<file path="src/rtl/riscv_instenc.sv">
// RISC-V R/I/S/SB instruction encoder streaming {instruction, byte address} through a small FIFO.
// Optional immediate range checking is enabled with `define ENC_RANGE_CHECK_EN.
module riscv_instenc #(
    parameter int unsigned          ADDR_W    = 32,
    parameter logic [ADDR_W-1:0]    BASE_ADDR = '0,
    parameter int unsigned          DEPTH     = 2
) (
    input  logic                       clk_i,
    input  logic                       rstn_i,
    input  logic                       flush_i,
    input  logic                       valid_i,
    output logic                       ready_o,
    input  logic [1:0]                 fmt_i,
    input  logic [6:0]                 opcode_i,
    input  logic [4:0]                 rd_i,
    input  logic [4:0]                 rs1_i,
    input  logic [4:0]                 rs2_i,
    input  logic [2:0]                 funct3_i,
    input  logic [6:0]                 funct7_i,
    input  logic [63:0]                immediate_i,
    output logic                       valid_o,
    input  logic                       ready_i,
    output logic [31:0]                instruction_o,
    output logic [ADDR_W-1:0]          addr_o,
    output logic [$clog2(DEPTH):0]     count_o,
    output logic                       err_o
);

    localparam int unsigned PTR_W = $clog2(DEPTH);
    localparam int unsigned CNT_W = PTR_W + 1;
    localparam logic [CNT_W-1:0] DEPTH_CNT = CNT_W'(DEPTH);

    typedef enum logic [1:0] {
        FmtR  = 2'b00,
        FmtI  = 2'b01,
        FmtS  = 2'b10,
        FmtSb = 2'b11
    } fmt_e;

    logic [31:0]       inst_mem_q [DEPTH];
    logic [ADDR_W-1:0] addr_mem_q [DEPTH];
    logic [PTR_W-1:0]  wr_ptr_q, rd_ptr_q;
    logic [CNT_W-1:0]  count_q;
    logic [ADDR_W-1:0] wr_addr_q;
    logic [31:0]       enc_inst;
    logic [11:0]       imm;
    logic              imm_bad;
    logic              accept, push, pop;
    logic              unused_imm;

    assign imm        = immediate_i[11:0];
    assign unused_imm = ^immediate_i[63:12];

    always_comb begin
        enc_inst = '0;
        unique case (fmt_e'(fmt_i))
            FmtR:  enc_inst = {funct7_i, rs2_i, rs1_i, funct3_i, rd_i, opcode_i};
            FmtI:  enc_inst = {imm[11:0], rs1_i, funct3_i, rd_i, opcode_i};
            FmtS:  enc_inst = {imm[11:5], rs2_i, rs1_i, funct3_i, imm[4:0], opcode_i};
            // SB immediate is in halfword units, so imm[0] here is branch offset bit 1
            FmtSb: enc_inst = {imm[11], imm[9:4], rs2_i, rs1_i, funct3_i, imm[3:0], imm[10],
                               opcode_i};
            default: enc_inst = '0;
        endcase
    end

`ifdef ENC_RANGE_CHECK_EN
    // Immediate must be a sign-extended 12-bit value for every format that carries one
    assign imm_bad = (fmt_i != FmtR) &&
                     !((&immediate_i[63:11]) || (~|immediate_i[63:11]));
`else
    assign imm_bad = 1'b0;
`endif

    assign valid_o = (count_q != '0);
    assign ready_o = (count_q < DEPTH_CNT) || (valid_o && ready_i);
    assign accept  = valid_i && ready_o && !flush_i;
    assign push    = accept && !imm_bad;
    assign pop     = valid_o && ready_i && !flush_i;

    assign instruction_o = valid_o ? inst_mem_q[rd_ptr_q] : '0;
    assign addr_o        = valid_o ? addr_mem_q[rd_ptr_q] : BASE_ADDR;
    assign count_o       = count_q;

    always_ff @(posedge clk_i or negedge rstn_i) begin
        if (!rstn_i) begin
            for (int i = 0; i < DEPTH; i++) begin
                inst_mem_q[i] <= '0;
                addr_mem_q[i] <= '0;
            end
            wr_ptr_q  <= '0;
            rd_ptr_q  <= '0;
            count_q   <= '0;
            wr_addr_q <= BASE_ADDR;
        end else if (flush_i) begin
            wr_ptr_q  <= '0;
            rd_ptr_q  <= '0;
            count_q   <= '0;
            wr_addr_q <= BASE_ADDR;
        end else begin
            if (push) begin
                inst_mem_q[wr_ptr_q] <= enc_inst;
                addr_mem_q[wr_ptr_q] <= wr_addr_q;
                wr_ptr_q             <= wr_ptr_q + 1'b1;
                wr_addr_q            <= wr_addr_q + ADDR_W'(4);
            end
            if (pop) begin
                rd_ptr_q <= rd_ptr_q + 1'b1;
            end
            unique case ({push, pop})
                2'b10:   count_q <= count_q + 1'b1;
                2'b01:   count_q <= count_q - 1'b1;
                default: count_q <= count_q;
            endcase
        end
    end

`ifdef ENC_RANGE_CHECK_EN
    logic err_q;

    always_ff @(posedge clk_i or negedge rstn_i) begin
        if (!rstn_i) begin
            err_q <= 1'b0;
        end else begin
            err_q <= accept && imm_bad;
        end
    end

    assign err_o = err_q;
`else
    assign err_o = 1'b0;
`endif

endmodule
</file>
<file path="config.mk">
export PLATFORM = sky130hd
export DESIGN_NAME = riscv_instenc
export DESIGN_NICKNAME = d
export VERILOG_FILES = /design/src/rtl/riscv_instenc.sv
export SDC_FILE = /design/constraint.sdc
export NUM_CORES = 1
export LEC_CHECK = 0
export CORE_UTILIZATION = 55
export DETAILED_ROUTE_END_ITERATION = 7
export HOLD_SLACK_MARGIN = 0.15
export PLACE_DENSITY = 0.88
export SLEW_MARGIN = 30
export SYNTH_ARGS = -nofsm -noshare
export SYNTH_HDL_FRONTEND = slang
export SYNTH_SLANG_ARGS = --single-unit
</file>
<file path="constraint.sdc">
create_clock -name clk_i -period 3.6 [get_ports clk_i]
set_input_delay 0.54 -clock clk_i [delete_from_list [all_inputs] [get_ports clk_i]]
set_output_delay 0.54 -clock clk_i [all_outputs]
set_load 0.02 [all_outputs]
</file>
==> impl_metrics.csv <==
group,metric,value,unit
timing,post-route-period-util,81.8,%
clocking,clk_latency,0.42,ns
layout,final_nets,990,
synthesis,synth_edf_count,0,
placement,portBuffers,116,
layout,final_cell_mix,"172 x nand2_1, 157 x dfrtp_1, 114 x clkdlybuf4s50_1, 92 x nor2_1, 73 x mux2i_1",
critical_path,crit_chain,"buf_4, mux2i_1, nor2_1, clkdlybuf4s50_1",
routing,initialDrtViolationCount,465,
global_route,grt_pass1_vias,5731,
floorplanning,die_width,121,µm
placement,pre_cts_ws,0.852,ns
global_route,grt_pass1_wl,28400,µm
timing,fmax,340,MHz
timing,fin_setup_tns,0,ns
critical_path,max_stage_delay,0.76,ns
floorplanning,initial_core_util,56.2,%
clocking,root_buffer,"clkbuf_16",
run_status,status,"finished clean",
critical_path,cp_num_buf_inv,2,
critical_path,ff2ff_path_depth,5,
synthesis,ys_warn_count,0,
timing,period_needed,2.94,ns
flow_run,maxCapViolCount,0,
clocking,cts_buffer_depth,2,
clocking,cts_setup_buffers,0,
routing,first_pass_iters,5,
critical_path,timing.rr.start,"count_o[1]",
layout,drive_gt1_share,13.8,%
global_route,overflow,0,
clocking,clock_sinks,158,
timing,tightest_slew,0.845,ns
critical_path,critPathRequiredTime,3.06,ns
timing,setup_slack,0.657,ns
power_and_ir_drop,power_density,484,mW/mm²
synthesis,yosysSeqAreaShare,50.9,%
layout,area_growth,24.7,%
floorplanning,boundaryPins,172,
synthesis,synth_flop_cell,"dfrtp_1",
global_route,grt_max_degree,96,
floorplanning,fp.dieArea,0.0146,mm²
critical_path,crit_family,"buffers and inverters",
timing,hold_viol,0,
global_route,antenna_found_initial,0,
critical_path,startpoint_type,"flip-flop",
layout,num-fill-cells,962,
timing,whs,0.201,ns
synthesis,async_flop_share,100,%
timing,slew_headroom,43.7,%
routing,ant_nets,0,
synthesis,syn_area_per_cell,9.90,µm²
placement,dp.final_hpwl,11100,µm
floorplanning,coreArea,0.0138,mm²
worst_hold_path,hold_path.class,"input pin to async pin",
routing,drc,0,
critical_path,crit_start,"rd_ptr_q",
floorplanning,floorplan.rows,43,
layout,final_common_cell,"nand2_1",
routing,vias,5930,
clocking,ctsHoldBuffers,0,
critical_path,r2r-end,"addr_mem_q[29]",
timing,rsz0062_at_grt,"no",
floorplanning,fp.dieH,121,µm
critical_path,endpoint_kind,"primary output",
routing,post_drt_wl_per_cell,15.9,µm
synthesis,synthDistinctLibCells,45,
routing,vias_per_cell,5.49,
clocking,clk_pin_slew,0.06,ns
critical_path,cp.arrival,2.40,ns
clocking,cts_tree,"done",
timing,report.final.slew_viol_count,0,
global_route,grt_use_total,24.9,%
critical_path,worstPathMaxFanout,27,
critical_path,crit_end,"addr_o[9]",
routing,routed_wl,17200,µm
critical_path,worstSetupPathType,"flip-flop to primary output",
timing,finClkSkew,0.00744,ns
placement,finalWeightedCongestion,0.793,
power_and_ir_drop,ir_worst_vdd,0.364,mV
power_and_ir_drop,leakagePower,4.31,nW
synthesis,syn_inst,785,
critical_path,rrSetupSlack,1.47,ns
clocking,ctsResizeCount,0,
critical_path,crit_slowest_cell,"dfrtp_4",
timing,setup_viol,0,
synthesis,synth.cell_area,0.00777,mm²
clocking,cts_buffers,17,
synthesis,ys_ff_latch,158,
critical_path,path_depth,4,
clocking,cts_max_level,4,
sequential cells by signal, summed over array words and instances, names as in the netlist:
| signal | flops |
|---|---|
| wr_addr_q | 30 |
| inst_mem_q | 64 |
| rd_ptr_q | 1 |
| count_o | 2 |
| wr_ptr_q | 1 |
| addr_mem_q | 60 |
cells in the mapped netlist (4+ instances only):
cell type / instances / share of area (%)
nand2_1: 172 / 8.3
dfrtp_1: 158 / 51
nor2_1: 93 / 4.5
mux2i_1: 73 / 9.4
mux2_2: 66 / 9.6
o21ai_0: 55 / 3.5
buf_2: 21 / 1.4
clkbuf_1: 21 / 1.0
nor2b_1: 17 / 1.4
nand3_1: 10 / 0.64
nor3_1: 9 / 0.58
nor4_1: 9 / 0.72
a21oi_1: 8 / 0.52
inv_1: 8 / 0.39
nand2b_1: 7 / 0.56
xor2_1: 6 / 0.68
buf_4: 5 / 0.48
nand4_1: 4 / 0.32
o211ai_1: 4 / 0.39
or3_1: 4 / 0.32
worst min-delay path by stage:
stage | start | to | slack, ns | cells past startpoint
after detailed placement | addr_mem_q[34] | addr_mem_q[34] | 0.46 | 2
after global placement | addr_mem_q[57] | addr_mem_q[57] | 0.46 | 2
after floorplan | rstn_i | addr_mem_q[10] | 0.24 | 0
after global routing | rstn_i | inst_mem_q[3] | 0.25 | 1
after CTS | rstn_i | inst_mem_q[27] | 0.23 | 1
final | rstn_i | inst_mem_q[3] | 0.20 | 1
per-stage QoR:
| stage | std cells | util [%] | cell area (µm²) | power, mW |
|---|---|---|---|---|
| finish | 1080 | 70.1 | 9690 | 4.69 |
| global route | 1079 | 70.0 | 9690 | 4.91 |
| CTS | 1079 | 70.0 | 9690 | 4.73 |
| detailed placement | 1047 | 65.7 | 9080 | 2.91 |
| global placement | 1047 | 65.7 | 9080 | 2.87 |
| floorplan | 787 | - | 7780 | 2.59 |
layout make-up:
type / instances / area [µm²] / area share, %
clock inverter: 9 / 135 / 1.39
clock buffer: 23 / 468 / 4.83
sequential: 158 / 3960 / 40.8
timing repair buffer: 130 / 1300 / 13.4
inverter: 9 / 33.8 / 0.349
antenna: 1 / 2.50 / 0.0258
tap: 180 / 225 / 2.32
multi-input combinational: 570 / 3570 / 36.8
metal layers:
metal,track usage (%),vias to the layer above,wire length [µm]
met5,0,-,0
met3,6.39,27,848
li1,-,2848,-
met2,42.3,143,8700
met4,7.72,0,289
met1,31.1,2912,7320
report_power, final:
part	total, mW	leakage (nW)	internal [mW]	switching [mW]
logic	0.751	1.94	0.364	0.387
registers	2.13	2.09	1.99	0.136
clock network	1.81	0.284	1.13	0.684
total	4.69	4.31	3.49	1.21
cell families after synthesis:
family                     count (synthesis)  share of synthesized area, %
buffers and inverters                     59                          3.53
and+or+nand+nor                          345                          20.2
other                                      1                        0.0483
xor gates and xnor gates                   9                          1.01
adders and majority gates                  1                         0.161
muxes                                    142                          19.4
DFF                                      158                          50.9
AOI/OAI and AO/OA                         70                          4.75
Note: power is estimated with default switching activity, not from simulation.
==> RTL edit (same settings) <==
The option `ENC_RANGE_CHECK_EN` is turned on by a define.
--- a/src/rtl/riscv_instenc.sv
+++ b/src/rtl/riscv_instenc.sv
@@ -1,5 +1,7 @@
 // RISC-V R/I/S/SB instruction encoder streaming {instruction, byte address} through a small FIFO.
 // Optional immediate range checking is enabled with `define ENC_RANGE_CHECK_EN.
+`define ENC_RANGE_CHECK_EN
+
 module riscv_instenc #(
     parameter int unsigned          ADDR_W    = 32,
     parameter logic [ADDR_W-1:0]    BASE_ADDR = '0,
Formal check against the unedited RTL: not equivalent (Yosys sat finds a counterexample within 4 cycles, from zero or initial values and one cycle with rstn_i low).
==> RTL edit against the unedited design <==
Synthesized cell count shrank 6.5%; area after synthesis grew 2.4%; via count grew 6.6%; sequential cell count grew 1; power shrank 5.9%; clock power shrank 4%; clock skew is essentially flat; critical endpoint is now valid_o; routed wire length grew 14%; setup slack lost 52 ps; final area grew 7.4%; combinational power shrank 15%.
==> RTL edit: results <==
[place]
pre_cts_ws_ps = 231
post-place-cells = 1054
placed_area_mm2 = 0.00983
hpwl_mm = 13.2
port-buffer-count = 169
routabilityCongestion = 0.848

[yosys]
ys_warn_count = 0
ys_seq_area_frac = 0.500
async_flop_share = 1.00
synthTopCellsByArea = dfrtp_1, mux2_2, mux2i_1
synthTopCellsByCount = dfrtp_1, mux2_2, nor2_1
syn_avg_cell_area_um2 = 10.8

[routing]
drt-initial-drc-count = 368
via_count = 6320
vias_per_cell = 5.83
drt-wirelength-per-cell_um = 18.1

[timing]
worst_pin_slew_ps = 793
fin_skew_ps = 7.42

[power]
p_comb_frac = 0.145
pg_comb_w = 0.000642
ir_drop_mv = 0.357
power_frac_clock = 0.394
p_leak_nw = 4.27
p_sw_w = 0.00109

[clock_network]
clk_pin_slew_ps = 60
clock-sinks = 159
ctsLongestPathBuffers = 2
htreeDepth = 4
cts-root-buf = clkbuf_16
ctsResizeCount = 0

[cells_and_area]
fin_area_mm2 = 0.0104
multi_input_area_share = 0.358
num-multi-input-gates = 518
clkbuf_count = 20
buffers_excl_clock = 187
final-seq-area_mm2 = 0.00398
inv_count = 10
fillers = 952
antenna_cells = 0
final_nets = 997
buf_share = 0.179
drive_above_1_share = 0.173
clock_area_frac = 0.0551
area_growth_syn_to_layout_pct = 30.7

[setup_path]
cp_data_arrival_time_ps = 2460
crit_fanout = 63
cpPeakStageDelay_ps = 590
critPathSlowestCell = clkdlybuf4s50_1

[global_route]
grt_pass1_vias = 6375
grt_pass1_wl_mm = 32.0
grt_max_degree = 87
grt_usage = 0.279

[worst_hold_path]
hp-class = input port to async pin

[status]
status = completed
[RTL edit: routing by layer]
layer / up-vias / global-route usage / wire length [µm]
li1: 2963 / - / -
met1: 3130 / 0.362 / 8620
met2: 189 / 0.455 / 9510
met3: 38 / 0.0632 / 1040
met4: 0 / 0.106 / 438
met5: - / 0 / 0
[RTL edit: cell families (layout without fill, tap and decap cells)]
logic type               after synthesis  after routing  share of synthesized area
multiplexers                         173            173                      0.233
buffers and inverters                 58            227                     0.0340
flip-flops                           159            159                      0.500
other                                  1              2                   0.000471
AND/OR/NAND/NOR                      230            230                      0.142
XOR/XNOR                              10             10                     0.0110
AO/OA/AOI/OAI                        102            102                     0.0780
adder cells (fa/ha/maj)                1              1                    0.00157
[RTL edit: critical path, delay by kind of cell (launching register included)]
family | cells | cell delay (ps)
buffers and inverters | 3 | 1330
DFF | 1 | 490
and+or+nand+nor | 1 | 140
[RTL edit: worst paths after layout]
| check | to | slack, ps | depth (start not counted) | startpoint |
|---|---|---|---|---|
| max in group asynchronous | inst_mem_q[4]$_DFFE_PN0P_ | 2580 | 2 | rstn_i |
| worst max-delay path | valid_o | 600 | 4 | count_o[0]$_DFFE_PN0P_ |
| worst max register to register | wr_addr_q[18]$_DFFE_PN0P_ | 1110 | 6 | wr_addr_q[6]$_DFFE_PN0P_ |
| worst min-delay path | inst_mem_q[28]$_DFFE_PN0P_ | 160 | 1 | rstn_i |
| min in group clk_i | addr_mem_q[25]$_DFFE_PN0P_ | 480 | 2 | addr_mem_q[25]$_DFFE_PN0P_ |
| worst min register to register | addr_mem_q[25]$_DFFE_PN0P_ | 480 | 2 | addr_mem_q[25]$_DFFE_PN0P_ |
